--- src/rtl/conv_pad_sequencer_pkg.sv ---
// ----------------------------------------------------------------------------
// conv_pkg: shared encodings for the padded 3x3 convolution row sequencer.
// Rev 1.0
// ----------------------------------------------------------------------------
`default_nettype none

package conv_pkg;

  localparam logic [1:0] SEL_LEFT   = 2'b00;
  localparam logic [1:0] SEL_RIGHT  = 2'b01;
  localparam logic [1:0] SEL_CENTRE = 2'b10;
  localparam logic [1:0] SEL_CLEAR  = 2'b11;

  localparam logic [1:0] ROW_TOP = 2'd0;
  localparam logic [1:0] ROW_MID = 2'd1;
  localparam logic [1:0] ROW_BOT = 2'd2;

  typedef enum logic [2:0] {
    IDLE   = 3'd0,
    ISSUE  = 3'd1,
    DRAIN  = 3'd2,
    VALID  = 3'd3,
    FINISH = 3'd4
  } state_e;

  typedef enum logic [1:0] {
    TAP_L = 2'd0,
    TAP_C = 2'd1,
    TAP_R = 2'd2
  } tap_e;

  // How the source row moves across one clock edge
  typedef enum logic [2:0] {
    CMD_HOLD = 3'd0,
    CMD_INIT = 3'd1,
    CMD_INC  = 3'd2,
    CMD_DEC1 = 3'd3,
    CMD_DEC2 = 3'd4
  } row_cmd_e;

  function automatic logic [1:0] tap_sel(input tap_e t);
    logic [1:0] s;
    case (t)
      TAP_L:   s = SEL_LEFT;
      TAP_C:   s = SEL_CENTRE;
      default: s = SEL_RIGHT;
    endcase
    return s;
  endfunction

endpackage

`default_nettype wire

--- src/rtl/conv_pad_sequencer_addr_gen.sv ---
// ----------------------------------------------------------------------------
// conv_pad_addr_gen: source-row base tracking, tap bounds and read address.
// Rev 1.0
// ----------------------------------------------------------------------------
`default_nettype none

module conv_pad_addr_gen
  import conv_pkg::*;
#(
  parameter int IMG_W  = 28,
  parameter int IMG_H  = 28,
  parameter int ADDR_W = 10,
  parameter int CW     = $clog2(IMG_W)
) (
  input  logic              clk,
  input  logic              rst,
  input  row_cmd_e          i_cmd,
  input  logic              i_issue,
  input  tap_e              i_tap,
  input  logic [CW-1:0]     i_col,
  output logic              o_row_ok,
  output logic              o_left_ok,
  output logic              o_right_ok,
  output logic [ADDR_W-1:0] o_rd_addr
);

  localparam int BW = ADDR_W + 2;
  localparam int SW = $clog2(IMG_H) + 2;
  localparam logic signed [BW-1:0] W_S    = BW'(IMG_W);
  localparam logic signed [SW-1:0] H_S    = SW'(IMG_H);
  localparam logic signed [SW-1:0] ONE_S  = SW'(1);
  localparam logic [CW-1:0]        C_LAST = CW'(IMG_W - 1);

  logic signed [BW-1:0] r_base;
  logic signed [BW-1:0] w_base_nxt;
  logic signed [SW-1:0] r_sr;
  logic signed [SW-1:0] w_sr_nxt;
  logic [ADDR_W-1:0]    w_off;
  logic [ADDR_W-1:0]    w_addr;
  logic [ADDR_W-1:0]    r_rd_addr;

  // base tracks sr*IMG_W incrementally; sr itself is kept for the bounds test
  always_comb begin
    w_base_nxt = r_base;
    w_sr_nxt   = r_sr;
    unique case (i_cmd)
      CMD_INIT: begin
        w_base_nxt = -W_S;
        w_sr_nxt   = '1;
      end
      CMD_INC: begin
        w_base_nxt = r_base + W_S;
        w_sr_nxt   = r_sr + ONE_S;
      end
      CMD_DEC1: begin
        w_base_nxt = r_base - W_S;
        w_sr_nxt   = r_sr - ONE_S;
      end
      CMD_DEC2: begin
        w_base_nxt = r_base - W_S - W_S;
        w_sr_nxt   = r_sr - ONE_S - ONE_S;
      end
      default: ;
    endcase
  end

  always_comb begin
    o_row_ok   = !w_sr_nxt[SW-1] && (w_sr_nxt < H_S);
    o_left_ok  = (i_col != '0);
    o_right_ok = (i_col != C_LAST);
    w_off      = '0;
    if (i_tap == TAP_L) begin
      w_off = '1;
    end else if (i_tap == TAP_R) begin
      w_off = ADDR_W'(1);
    end
    // Modular narrow add: the true address is always in range when issued
    w_addr = w_base_nxt[ADDR_W-1:0] + ADDR_W'(i_col) + w_off;
  end

  always_ff @(posedge clk) begin
    if (rst) begin
      r_base    <= '0;
      r_sr      <= '0;
      r_rd_addr <= '0;
    end else begin
      r_base <= w_base_nxt;
      r_sr   <= w_sr_nxt;
      if (i_issue) begin
        r_rd_addr <= w_addr;
      end
    end
  end

  assign o_rd_addr = r_rd_addr;

endmodule

`default_nettype wire

--- src/rtl/conv_pad_sequencer.sv ---
// ----------------------------------------------------------------------------
// conv_pad_sequencer: raster-scans 3x3 zero-padded windows, fetching taps into
// a padded row buffer. Option macro CONV_PAD_PERF_CNT_EN adds cycle_cnt. Rev 1.0
// ----------------------------------------------------------------------------
`default_nettype none

module conv_pad_sequencer
  import conv_pkg::*;
#(
  parameter int IMG_W  = 28,
  parameter int IMG_H  = 28,
  parameter int ADDR_W = 10
) (
  input  logic                       clk,
  input  logic                       rst,
  input  logic                       start,
  output logic                       rd_en,
  output logic [ADDR_W-1:0]          rd_addr,
  output logic [1:0]                 sel,
  output logic                       row_valid,
  output logic [1:0]                 row_idx,
  output logic [$clog2(IMG_H)-1:0]   out_r,
  output logic [$clog2(IMG_W)-1:0]   out_c,
  output logic                       win_last,
  output logic                       busy,
  output logic                       done
`ifdef CONV_PAD_PERF_CNT_EN
  ,
  output logic [15:0]                cycle_cnt
`endif
);

  localparam int RW = $clog2(IMG_H);
  localparam int CW = $clog2(IMG_W);
  localparam logic [RW-1:0] R_LAST = RW'(IMG_H - 1);
  localparam logic [CW-1:0] C_LAST = CW'(IMG_W - 1);

  state_e        r_state;
  state_e        w_state_nxt;
  tap_e          r_tap;
  tap_e          w_tap_nxt;
  logic [RW-1:0] r_out_r;
  logic [RW-1:0] w_r_nxt;
  logic [CW-1:0] r_out_c;
  logic [CW-1:0] w_c_nxt;
  logic [1:0]    r_row_idx;
  logic [1:0]    w_ri_nxt;
  row_cmd_e      w_cmd;
  logic          w_row_start;
  logic          w_to_finish;
  logic          w_row_ok;
  logic          w_left_ok;
  logic          w_right_ok;

  logic          r_rd_en;
  logic [1:0]    r_sel;
  logic          r_row_valid;
  logic          r_win_last;
  logic          r_busy;
  logic          r_done;

  // Window/row position bookkeeping and row-base command
  always_comb begin
    w_r_nxt     = r_out_r;
    w_c_nxt     = r_out_c;
    w_ri_nxt    = r_row_idx;
    w_cmd       = CMD_HOLD;
    w_row_start = 1'b0;
    w_to_finish = 1'b0;
    unique case (r_state)
      IDLE: begin
        if (start) begin
          w_r_nxt     = '0;
          w_c_nxt     = '0;
          w_ri_nxt    = ROW_TOP;
          w_cmd       = CMD_INIT;
          w_row_start = 1'b1;
        end
      end
      VALID: begin
        if (r_row_idx != ROW_BOT) begin
          w_ri_nxt    = r_row_idx + 2'd1;
          w_cmd       = CMD_INC;
          w_row_start = 1'b1;
        end else if ((r_out_r == R_LAST) && (r_out_c == C_LAST)) begin
          w_r_nxt     = '0;
          w_c_nxt     = '0;
          w_ri_nxt    = ROW_TOP;
          w_to_finish = 1'b1;
        end else begin
          w_ri_nxt    = ROW_TOP;
          w_row_start = 1'b1;
          if (r_out_c == C_LAST) begin
            w_c_nxt = '0;
            w_r_nxt = r_out_r + RW'(1);
            w_cmd   = CMD_DEC1;
          end else begin
            w_c_nxt = r_out_c + CW'(1);
            w_cmd   = CMD_DEC2;
          end
        end
      end
      default: ;
    endcase
  end

  // Next state; a row start skips ISSUE entirely when the source row is padding
  always_comb begin
    w_state_nxt = r_state;
    w_tap_nxt   = r_tap;
    unique case (r_state)
      IDLE: ;
      ISSUE: begin
        unique case (r_tap)
          TAP_L: w_tap_nxt = TAP_C;
          TAP_C: begin
            if (w_right_ok) begin
              w_tap_nxt = TAP_R;
            end else begin
              w_state_nxt = DRAIN;
            end
          end
          default: w_state_nxt = DRAIN;
        endcase
      end
      DRAIN:  w_state_nxt = VALID;
      VALID: begin
        if (w_to_finish) begin
          w_state_nxt = FINISH;
        end
      end
      FINISH:  w_state_nxt = IDLE;
      default: w_state_nxt = IDLE;
    endcase
    if (w_row_start) begin
      if (w_row_ok) begin
        w_state_nxt = ISSUE;
        w_tap_nxt   = w_left_ok ? TAP_L : TAP_C;
      end else begin
        w_state_nxt = VALID;
      end
    end
  end

  conv_pad_addr_gen #(
    .IMG_W  (IMG_W),
    .IMG_H  (IMG_H),
    .ADDR_W (ADDR_W),
    .CW     (CW)
  ) u_addr_gen (
    .clk        (clk),
    .rst        (rst),
    .i_cmd      (w_cmd),
    .i_issue    (w_state_nxt == ISSUE),
    .i_tap      (w_tap_nxt),
    .i_col      (w_c_nxt),
    .o_row_ok   (w_row_ok),
    .o_left_ok  (w_left_ok),
    .o_right_ok (w_right_ok),
    .o_rd_addr  (rd_addr)
  );

  always_ff @(posedge clk) begin
    if (rst) begin
      r_state     <= IDLE;
      r_tap       <= TAP_L;
      r_out_r     <= '0;
      r_out_c     <= '0;
      r_row_idx   <= ROW_TOP;
      r_rd_en     <= 1'b0;
      r_sel       <= SEL_CLEAR;
      r_row_valid <= 1'b0;
      r_win_last  <= 1'b0;
      r_busy      <= 1'b0;
      r_done      <= 1'b0;
    end else begin
      r_state     <= w_state_nxt;
      r_tap       <= w_tap_nxt;
      r_out_r     <= w_r_nxt;
      r_out_c     <= w_c_nxt;
      r_row_idx   <= w_ri_nxt;
      r_rd_en     <= (w_state_nxt == ISSUE);
      // One-cycle lag matches the RAM latency, so sel lines up with pix
      r_sel       <= r_rd_en ? tap_sel(r_tap) : SEL_CLEAR;
      r_row_valid <= (w_state_nxt == VALID);
      r_win_last  <= (w_state_nxt == VALID) && (w_ri_nxt == ROW_BOT) &&
                     (w_r_nxt == R_LAST) && (w_c_nxt == C_LAST);
      r_busy      <= (w_state_nxt == ISSUE) || (w_state_nxt == DRAIN) ||
                     (w_state_nxt == VALID);
      r_done      <= (w_state_nxt == FINISH);
    end
  end

`ifdef CONV_PAD_PERF_CNT_EN
  logic [15:0] r_cycle_cnt;

  always_ff @(posedge clk) begin
    if (rst) begin
      r_cycle_cnt <= '0;
    end else if ((r_state == IDLE) && start) begin
      r_cycle_cnt <= '0;
    end else if (r_busy && (r_cycle_cnt != 16'hFFFF)) begin
      r_cycle_cnt <= r_cycle_cnt + 16'd1;
    end
  end

  assign cycle_cnt = r_cycle_cnt;
`endif

  assign rd_en     = r_rd_en;
  assign sel       = r_sel;
  assign row_valid = r_row_valid;
  assign row_idx   = r_row_idx;
  assign out_r     = r_out_r;
  assign out_c     = r_out_c;
  assign win_last  = r_win_last;
  assign busy      = r_busy;
  assign done      = r_done;

endmodule

`default_nettype wire

--- config.mk ---
export PLATFORM = sky130hd
export DESIGN_NAME = conv_pad_sequencer
export DESIGN_NICKNAME = d
export VERILOG_FILES = /design/src/rtl/conv_pad_sequencer_pkg.sv /design/src/rtl/conv_pad_sequencer_addr_gen.sv /design/src/rtl/conv_pad_sequencer.sv
export SDC_FILE = /design/constraint.sdc
export NUM_CORES = 1
export LEC_CHECK = 0
export CAP_MARGIN = 15
export CORE_ASPECT_RATIO = 1.1
export CORE_MARGIN = 2
export CORE_UTILIZATION = 42
export CTS_CLUSTER_DIAMETER = 100
export DETAILED_ROUTE_END_ITERATION = 8
export PLACE_DENSITY = 0.61
export RECOVER_POWER = 100
export SYNTH_ARGS = -nofsm -noshare
export SYNTH_HDL_FRONTEND = slang
export SYNTH_SLANG_ARGS = --single-unit
--- constraint.sdc ---
create_clock -name clk -period 15.17 [get_ports clk]
set_clock_uncertainty 0.1 [all_clocks]
set_input_delay 3.034 -clock clk [delete_from_list [all_inputs] [get_ports clk]]
set_output_delay 3.034 -clock clk [all_outputs]
set_load 0.005 [all_outputs]
==> impl_summary.txt, run 1 <==
----------------------------------------------------
[Yosys]
  Most used flip-flop cell after synthesis ... sky130_fd_sc_hd__dfxtp_1
  Total standard cell area after synthesis ... 3830 sq um
  Leading area contributor after synthesis ... sky130_fd_sc_hd__dfxtp_1
  Number of flops mapped to enable cells by yosys ... 0
  Top area cells in the synthesized netlist ... sky130_fd_sc_hd__dfxtp_1, sky130_fd_sc_hd__ha_1, sky130_fd_sc_hd__nor2_1
  Count of unique library cells instantiated by Yosys ... between 80 and 90
  Gate count after technology mapping ... 445
  Top post-synthesis cells by count ... sky130_fd_sc_hd__dfxtp_1, sky130_fd_sc_hd__nor2_1, sky130_fd_sc_hd__a21oi_1
  Syn avg cell area ... 8.60 sq um
  Portion of the post-synthesis area used by sequential elements ... 0.267
  Total of warnings raised by yosys ... 0
  Total nets after synthesis ... 480
  Register bit count reported by yosys ... 51
  Share of async-settable or async-resettable flops after synthesis ... 0
  Portion of synthesized cell area occupied by the leading cell type ... 0.267

[Global route]
  Antenna violations before repair ... 0
  Global-route wire length before repair ... roughly 16 mm
  Total track usage ... 0.192
  Maximum number of pins on one net before global-route repair ... 49
  Via count of the first global-routing pass ... 3,152
  Grt total ovfl ... 0

[Detailed routing]
  Number of nets with antenna violations after detailed routing ... 0
  DRC violation total after the first TritonRoute iteration ... 191
  Routed WL ... around 9.0 mm
  Post-detailed-route wirelength per cell ... 15.6 um
  Length of the first detailed-routing pass in iterations ... 4
  Per-cell via count in the routed design ... between 5 and 6
  Number of design rule violations left after detail routing ... 0
  DR vias ... roughly 3.2k

[Clock network]
  Number of buffers inserted during clock tree synthesis ... 5
  Hold bufs inserted after CTS ... 0
  Cell at the root of the clock tree ... sky130_fd_sc_hd__clkbuf_8
  Clock tree from TritonCTS ... yes
  Later-pin clock latency in the skew report ... 0.31 ns
  Clock Path Buffers ... 2
  Number of setup buffers added after CTS ... 0
  Count of H-tree levels built during CTS ... 2
  Clock tree sinks ... between 50 and 60
  Clock transition at the register clock pins on the worst setup and hold paths after CTS ... 0.10 ns
  Count of instances resized after the clock tree is built ... 0

[Worst setup path]
  Critical path endpoint category ... flop
  Type of the worst setup path ... in2reg
  Reg-to-Reg End ... u_addr_gen.o_rd_addr[9]
  Data required time at the worst endpoint ... 15.28 ns
  CP Launch Type ... primary input
  Worst Path Max Fanout ... 11
  Reg2reg path depth ... 22
  R2r setup slk ... 9.29 ns
  Worst path arrival time ... 8.40 ns
  Start point of the critical path ... start
  Startpoint of the worst-slack reg-to-reg timing path ... r_state[1]
  Worst setup path endpoint ... u_addr_gen.o_rd_addr[9]

[Floorplanning]
  Core Area ... 8870 sq um
  Die Span Y ... 104 um
  Site row count ... 36
  I/O pin total ... 32
  Area enclosed by the die boundary ... 9890 sq um
  Horiz. Die Dim ... 95.0 um
  Starting utilization of the core area ... 0.431

[STA]
  Worst hold margin ... 0.329 ns
  Setup tns final ... 0 ns
  Min Clock Period, post-route ... between 8 and 9 ns
  Period Utilization, post-route ... 0.546
  Final number of setup-violating endpoints ... 0
  RSZ-0062 raised after global routing ... no
  Final Hold Fails ... 0
  Worst max-slew margin expressed relative to the limit ... -0.379
  Max frequency ... 121 MHz
  Slew of the pin with the lowest slew margin ... 2.07 ns
  Max Transition Viols Final ... 49

[Place]
  Final weighted congestion of routability-driven global placement ... 0.953
  Count of port buffers added during placement ... 31
  Total cell area at the placement stage ... about 4100 sq um
  Half-perimeter wire length after placement ... 6.78 mm

[Pwr]
  Worst IR drop on VDD ... 0.106 mV
  Overall power after layout ... ~640 uW
  Leak Pwr ... 1.78 nW
  Areal power density over the cells ... 153 nW/um^2

[Flow run]
  Number of max-cap violations ... 1

[Final layout]
  Final Instance Area ... 4180 sq um
  Fillers ... 851
  Layout area overhead ... 9.22%
  Diodes inserted ... 0
  Layout cell share with drive strength beyond 1 ... 0.0697
  Final-stage net count ... 493

[Status]
  Violated checks ... capacitance limit, slew limit
  Run status ... finished, violations left

[Min path]
  Hold/Removal Path Class ... reg2reg

----------------------------------------------------
layer usage:
layer  vias to the layer above  wire length (um)  GRT usage
li1                       1610                 -          -
met1                      1532              4270      0.270
met2                        63              4260      0.303
met3                         7               357     0.0319
met4                         0                72     0.0497
met5                         -                 0          0
power breakdown:
part           total (mW)  leakage (nW)  switching (mW)  internal (mW)
combinational       0.348          1.30           0.183          0.165
sequential          0.189         0.417          0.0306          0.158
clock               0.102        0.0618          0.0478         0.0543
total               0.639          1.78           0.262          0.378
sequential cells by signal, indices dropped and copies added (netlist names):
name / flops
r_tap: 2
done: 1
win_last: 1
row_idx: 2
u_addr_gen.o_rd_addr: 10
out_c: 5
row_valid: 1
r_state: 3
u_addr_gen.r_base: 10
u_addr_gen.r_sr: 7
out_r: 5
busy: 1
sel: 2
rd_en: 1
logic make-up (layout without fill, tap and decap cells):
| family | count (synthesis) | in the layout | synth area share |
|---|---|---|---|
| AOI/OAI and AO/OA | 110 | 110 | 0.206 |
| xor gates and xnor gates | 31 | 31 | 0.0709 |
| adders and majority gates | 32 | 32 | 0.116 |
| buffers and inverters | 45 | 59 | 0.0660 |
| DFF | 51 | 51 | 0.267 |
| muxes | 12 | 12 | 0.0333 |
| and+or+nand+nor | 164 | 164 | 0.240 |
cell type report:
class,count,area (sq um),share of cell area
clock buffers,6,82.6,0.0198
clock inverters,2,38.8,0.00928
inverters,20,75.1,0.0180
multi-input cells,349,2520,0.602
flip-flops and latches,51,1020,0.244
well taps,114,143,0.0341
repair buffers,31,304,0.0727
worst max-delay path, cell delays in order:
cell                            delay, ns
sky130_fd_sc_hd__dlygate4sd3_1       0.54
sky130_fd_sc_hd__or4b_1              0.65
sky130_fd_sc_hd__mux2_2              0.34
sky130_fd_sc_hd__a21oi_1             0.36
sky130_fd_sc_hd__nand2b_2            0.10
sky130_fd_sc_hd__nor4_1              0.60
sky130_fd_sc_hd__nand2b_1            0.21
sky130_fd_sc_hd__mux2i_1             0.09
sky130_fd_sc_hd__mux2i_1             0.25
sky130_fd_sc_hd__fa_1                0.22
sky130_fd_sc_hd__inv_1               0.04
sky130_fd_sc_hd__ha_1                0.19
sky130_fd_sc_hd__inv_1               0.07
sky130_fd_sc_hd__fa_1                0.21
sky130_fd_sc_hd__nor2b_1             0.06
sky130_fd_sc_hd__o21ai_0             0.16
sky130_fd_sc_hd__nand2b_1            0.12
sky130_fd_sc_hd__a22o_1              0.20
sky130_fd_sc_hd__o41ai_1             0.35
sky130_fd_sc_hd__xnor2_1             0.18
sky130_fd_sc_hd__xnor2_1             0.15
sky130_fd_sc_hd__xnor2_1             0.09
sky130_fd_sc_hd__o21a_1              0.17
cell usage in the layout, fill, tap and decap left out, types with 12 or more instances in the layout:
cell | netlist | layout
sky130_fd_sc_hd__a21oi_1 | 33 | 34
sky130_fd_sc_hd__dfxtp_1 | 51 | 51
sky130_fd_sc_hd__dlygate4sd3_1 | 0 | 30
sky130_fd_sc_hd__ha_1 | 26 | 26
sky130_fd_sc_hd__inv_1 | 20 | 20
sky130_fd_sc_hd__nand2_1 | 28 | 28
sky130_fd_sc_hd__nor2_1 | 51 | 51
sky130_fd_sc_hd__nor3_1 | 15 | 15
sky130_fd_sc_hd__o21ai_0 | 15 | 15
sky130_fd_sc_hd__xnor2_1 | 19 | 19
sky130_fd_sc_hd__xor2_1 | 12 | 12
stage by stage:
step	instances	utilization	setup slack, ns
finish	573	0.471	6.89
global route	573	0.471	6.40
detailed placement	565	0.462	7.07
floorplan	445	-	7.91
global placement	565	0.462	7.25
CTS	573	0.475	7.37
how the worst min path moves through the flow:
stage	from	endpoint	slack, ns	cells past startpoint
finish	rd_en	sel[1]	0.33	1
CTS	rd_en	sel[1]	0.33	1
floorplan	rd_en	sel[1]	0.30	1
detailed placement	rd_en	sel[1]	0.31	1
global route	rd_en	sel[1]	0.35	1
global placement	rd_en	sel[1]	0.30	1
No activity file was read; power rests on OpenSTA's default activity.
==> run 2: changes to the inputs <==
--- a/config.mk
+++ b/config.mk
@@ -11,7 +11,7 @@
 export CORE_UTILIZATION = 42
 export CTS_CLUSTER_DIAMETER = 100
 export DETAILED_ROUTE_END_ITERATION = 8
-export PLACE_DENSITY = 0.61
+export PLACE_DENSITY = 0.63
 export RECOVER_POWER = 100
 export SYNTH_ARGS = -nofsm -noshare
 export SYNTH_HDL_FRONTEND = slang
==> constraint.sdc (replaced) <==
create_clock -name clk -period 6.6 [get_ports clk]
set_clock_uncertainty 0.1 [all_clocks]
set_input_delay 1.32 -clock clk [delete_from_list [all_inputs] [get_ports clk]]
set_output_delay 1.32 -clock clk [all_outputs]
set_load 0.005 [all_outputs]
==> run 2 against run 1 <==
Effect of this change: the run still ends with capacitance limit, slew limit left; final cell count rose by 0.35%; routed wire length fell by 2.3%; global-route usage decreased by 1.1 points; flip-flop and latch count unchanged; largest cell class unchanged.
==> impl_summary.txt, run 2 (same netlist as run 1, synthesis figures left out) <==
----------------------------------------------------
[Status]
  Run status ... finished, violations left
  Violated checks ... capacitance limit, slew limit

[Detailed routing]
  Length of the first detailed-routing pass in iterations ... 7
  Post-detailed-route wirelength per cell ... ~15 um
  Number of nets with antenna violations after detailed routing ... 0
  Routed WL ... ~9 mm
  Per-cell via count in the routed design ... 5.62
  DRC violation total after the first TritonRoute iteration ... 242
  Number of design rule violations left after detail routing ... 0
  DR vias ... 3,229

[Place]
  Final weighted congestion of routability-driven global placement ... 0.894
  Total cell area at the placement stage ... 4120 sq um
  Count of port buffers added during placement ... 31
  Half-perimeter wire length after placement ... 6.57 mm

[STA]
  Final Hold Fails ... 0
  Max frequency ... 165 MHz
  RSZ-0062 raised after global routing ... no
  Worst max-slew margin expressed relative to the limit ... -0.375
  Final number of setup-violating endpoints ... 0
  Period Utilization, post-route ... 0.921
  Slew of the pin with the lowest slew margin ... 2.06 ns
  Min Clock Period, post-route ... 6.08 ns
  Setup tns final ... 0 ns
  Max Transition Viols Final ... 49

[Final layout]
  Fillers ... 864
  Layout area overhead ... 10.2%
  Most frequent cells in the layout ... sky130_fd_sc_hd__nor2_1, sky130_fd_sc_hd__dfxtp_1, sky130_fd_sc_hd__a21oi_1
  Final-stage net count ... 495
  Final Instance Area ... 4220 sq um
  Diodes inserted ... 0
  Layout cell share with drive strength beyond 1 ... 0.0781

[Clock network]
  Later-pin clock latency in the skew report ... approximately 0.30 ns
  Hold bufs inserted after CTS ... 0
  Clock Path Buffers ... 2
  Clock tree from TritonCTS ... yes
  Count of instances resized after the clock tree is built ... 0
  Number of setup buffers added after CTS ... 0
  Clock tree sinks ... slightly above 50
  Count of H-tree levels built during CTS ... 2
  Cell at the root of the clock tree ... sky130_fd_sc_hd__clkbuf_8
  Clock transition at the register clock pins on the worst setup and hold paths after CTS ... 0.10 ns
  Number of buffers inserted during clock tree synthesis ... 5

[Worst setup path]
  Type of the worst setup path ... in2reg
  Worst-path cell chain ... clkdlybuf4s50_1 -> or4b_4 -> mux2_2 -> a21oi_1 -> and3_1 -> nand3_1 -> mux2_4 -> inv_1 -> fa_1 -> inv_1 -> ha_1 -> nor2b_1 -> o21ai_0 -> nand2b_1 -> a22o_1 -> o41ai_1 -> xnor2_1 -> xnor2_1 -> xnor2_1 -> o21a_1
  Data required time at the worst endpoint ... 6.71 ns
  Worst Path Max Fanout ... 11
  Largest incremental delay on the critical path ... 0.56 ns
  CP Launch Type ... primary input
  Worst path arrival time ... 6.18 ns
  Worst-path cell with the longest stage delay ... sky130_fd_sc_hd__or4b_4
  Most common cell type on the critical path ... sky130_fd_sc_hd__xnor2_1
  R2r setup slk ... about 0.9 ns
  Critical path endpoint category ... flop

[Floorplanning]
  Horiz. Die Dim ... 95.0 um
  Core Area ... 8870 sq um
  Area enclosed by the die boundary ... 9890 sq um
  Die Span Y ... 104 um
  Starting utilization of the core area ... 0.431
  Site row count ... 36
  I/O pin total ... 32

[Global route]
  Met1 usage in global routing ... 0.258
  Via count of the first global-routing pass ... 3,003
  Gr busiest metal ... met2
  Total track usage ... 0.181
  GR Util met2 ... 0.291
  Antenna violations before repair ... 0
  Global routing met3 resource utilization ... 0.0312
  Global-route wire length before repair ... around 15 mm
  Maximum number of pins on one net before global-route repair ... slightly below 50
  Grt total ovfl ... 0

[Flow run]
  Number of max-cap violations ... 1

[Min path]
  Hold/Removal Path Class ... reg2reg

[Pwr]
  Worst IR drop on VDD ... 0.282 mV
  Areal power density over the cells ... 348 nW/um^2
  Leak Pwr ... ~1.8 nW

----------------------------------------------------
## run 2: where the power goes
group / switching, mW / internal [mW]
combinational: 0.425 / 0.386
clock: 0.107 / 0.115
sequential: 0.0704 / 0.364
total: 0.603 / 0.865
## run 2: metal layers
layer | up-vias | share of wire
met4 | 0 | 0.011
met1 | 1525 | 0.48
met2 | 83 | 0.47
met5 | - | 0
met3 | 9 | 0.037
li1 | 1612 | -
## run 2: path summary, 6_finish.rpt
path / from / endpoint / cells past startpoint
max: start / u_addr_gen.o_rd_addr[9] / 20
min reg2reg: rd_en / sel[1] / 1
max reg2reg: r_state[1] / u_addr_gen.o_rd_addr[9] / 20
min: rd_en / sel[1] / 1
## run 2: critical path, delay by kind of cell
family          cells  cell delay, ns
compound gates      5            1.24
simple gates        5            1.12
buf+inv             3            0.74
fa+ha+maj           2            0.71
mux                 2            0.63
xor+xnor            3            0.42
## run 2: stage by stage
step | utilization | instances | hold WS, ns | setup slack (ns) | total power, mW
4_1_cts | 0.477 | 575 | 0.331 | 0.631 | 1.49
3_3_place_gp | 0.464 | 567 | 0.302 | 0.421 | 1.25
2_1_floorplan | - | 445 | 0.304 | 1.05 | 1.09
5_1_grt | 0.475 | 575 | 0.350 | 0.186 | 1.61
3_5_place_dp | 0.464 | 567 | 0.306 | 0.319 | 1.26
6_report | 0.475 | 575 | 0.325 | 0.522 | 1.47
## run 2: final cells by class
cell class / instances / area [sq um] / area share
tap: 114 / 143 / 0.0338
sequential: 51 / 1020 / 0.242
multi-input combinational: 349 / 2550 / 0.604
clock buffer: 6 / 72.6 / 0.0172
inverter: 20 / 75.1 / 0.0178
timing repair buffer: 33 / 322 / 0.0762
clock inverter: 2 / 38.8 / 0.00919
==> patch, RTL diff (config.mk and constraints of run 2) <==
`IMG_H` is set to 28 in 2 places; all go to 14.
--- a/src/rtl/conv_pad_sequencer_addr_gen.sv
+++ b/src/rtl/conv_pad_sequencer_addr_gen.sv
@@ -10,3 +10,3 @@
   parameter int IMG_W  = 28,
-  parameter int IMG_H  = 28,
+  parameter int IMG_H  = 14,
   parameter int ADDR_W = 10,
--- a/src/rtl/conv_pad_sequencer.sv
+++ b/src/rtl/conv_pad_sequencer.sv
@@ -10,3 +10,3 @@
   parameter int IMG_W  = 28,
-  parameter int IMG_H  = 28,
+  parameter int IMG_H  = 14,
   parameter int ADDR_W = 10
Ports: changed (resized out_r); port bits go from 32 to 31. The function was not compared with the original's and may differ.
==> patch against run 2 <==
The flow still finishes with violations (capacitance limit, slew limit); sequential share of layout area shrank 0.42 points; sequential power shrank 2%; synthesized area shrank 2.9%; worst setup slack lost 0.038 ns; global-route usage grew 1.6 points; worst hold slack gained 0.010 ns; total power grew 4.5%; count of clock-buffer cells in the layout shrank 1; sequential cell count shrank 2; design area shrank 2.2%; clock power grew 4%; fmax shrank 0.62%; routed wire length grew 3.5%; final cell count shrank 2.6%.
==> patch: results (changes against run 2) <==
Synthesis
  – Syn Nets: 466 (was 480)
  – Async SR Flop Fraction: 0% (unchanged)
  – Seq/Total Area, Yosys: 26.4% (was 26.7%)
  – Synth top area cells: dfxtp_1, ha_1, nor2_1 (unchanged)
  – Post-synthesis mux area share: 3.64% (was 3.33%)
  – Yosys cell types: 81 (unchanged)
  – Adder-Cell Fraction of Synth Area: 12.3% (was 11.6%)
  – Mean Syn Cell Area: 8.64 µm² (was 8.60 µm²)
  – Commonest cells in the netlist: nor2_1, dfxtp_1, a21oi_1, ha_1, inv_1 (was dfxtp_1, nor2_1, a21oi_1, nand2_1, ha_1)
  – Synth Flop Type: dfxtp_1 (unchanged)
  – Synth Area in Compound Gates: 20.6% (about the same)
  – Syn. warnings: 0 (unchanged)
  – Post-synthesis xor/xnor area fraction: 6.97% (was 7.09%)

Cells and area
  – Fillers: 888 (was 864)
  – Cell Count, Final, Fillers Out: 560 (was 575)
  – Share of cells above drive strength 1: 7.17% (was 7.81%)
  – Nets@finish: 481 (was 495)
  – # diodes: 0 (unchanged)

Placement
  – Placed Cells: 552 (was 567)
  – RePlAce Congestion: 0.860 (was 0.894)
  – Port Buffers: 30 (was 31)
  – DP HPWL: 6.65 mm (was 6.57 mm)

Route
  – DRT Pass-1 Iters: 5 (was 7)
  – Initial DRC Count: 231 (was 242)
  – Via count: 3,169 (was 3,229)
  – Avg WL per Cell: 16.2 µm (was 15.2 µm)

Status
  – Outcome: finished, violations left (unchanged)
  – Violated checks: capacitance limit, slew limit (unchanged)

Global route
  – Global-route wire length before repair: 15.2 mm (was 14.6 mm)
  – Total track usage: 19.7% (was 18.1%)
  – GRT Residual Overflow: 0 (unchanged)
  – Vias in the first global route: 3,022 (was 3,003)
  – Initial antenna violation count: 0 (unchanged)
  – Largest net degree at the start of global routing: 48 (was 49)

Setup path
  – Crit path DAT: 6.22 ns (was 6.18 ns)
  – Crit Path Max Fanout: 11 (unchanged)

Flow run
  – MaxCap Viol Count: 1 (unchanged)

Hold path
  – Min-delay worst type: flop to flop (unchanged)

Power
  – Max VDD drop: 0.000260 V (was 0.000282 V)
  – Net Sw Frac: 42.6% (was 41.1%)
  – Leakage Power: 1.68 nW (was 1.81 nW)

Clock network
  – Post-CTS Setup Bufs: 0 (unchanged)
  – Root Driver: clkbuf_8 (unchanged)
  – Clock Path Buffers: 2 (unchanged)
  – Reg clk slew, reported paths: 0.10 ns (about the same)
  – CTS resizes: 0 (unchanged)
  – H-tree Lvls: 2 (unchanged)
  – TritonCTS buffer count: 5 (unchanged)
  – Clk_lat worst skew: 0.32 ns (was 0.30 ns)

STA
  – Pins Over Slew Limit: 48 (was 49)
  – Slew margin rel.: -39.1% (was -37.5%)
  – Fin. Hold Viols: 0 (unchanged)
  – Final setup TNS: 0 ns (unchanged)
patch: worst max-delay path: stages:
cell and delay [ns]:
clkdlybuf4s50_1 0.48, or4b_4 0.57, nand2_4 0.16, o32ai_1 0.12, a311o_2 0.38, a32o_1 0.26
and2_1 0.25, inv_1 0.17, fa_1 0.43, inv_1 0.07, ha_1 0.16, inv_1 0.05
fa_1 0.39, inv_1 0.07, a21oi_1 0.08, o2111ai_1 0.30, a21o_1 0.16, a21oi_1 0.07
xnor3_1 0.38, a221oi_1 0.25, nor3b_1 0.09
patch: layout make-up:
type	instances	area share, %
well taps	114	3.46
repair buffers	32	7.40
inverters	22	2.00
clock inverters	3	1.15
multi-input cells	335	60.5
clock buffers	5	1.67
flip-flops and latches	49	23.8
patch: worst paths after layout:
path         startpoint                      end  slack (ns)  depth (start not counted)
max               start  u_addr_gen.o_rd_addr[9]        0.48                         21
min               rd_en                   sel[1]        0.33                          1
max reg2reg    out_c[0]  u_addr_gen.o_rd_addr[9]        0.81                         22
min reg2reg       rd_en                   sel[1]        0.33                          1
patch: per-layer routing:
metal / vias up / track usage (%) / wire length [µm]
li1: 1585 / - / -
met1: 1494 / 26.3 / 4260
met2: 75 / 33.5 / 4340
met3: 15 / 2.34 / 285
met4: 0 / 6.13 / 173
met5: - / 0 / 0
patch: power groups by stage:
stage / logic [mW] / registers, mW / clock network, mW
finish: 0.878 / 0.425 / 0.231
global placement: 0.892 / 0.430 / 0
floorplan: 0.734 / 0.391 / 0
CTS: 0.903 / 0.425 / 0.243
detailed placement: 0.892 / 0.432 / 0
global route: 0.992 / 0.435 / 0.248
patch: stage by stage:
step	setup slack (ns)	cell area, µm²
2_1_floorplan	1.06	3720
3_3_place_gp	0.257	4030
3_5_place_dp	0.158	4030
4_1_cts	0.513	4150
5_1_grt	0.132	4130
6_report	0.485	4130
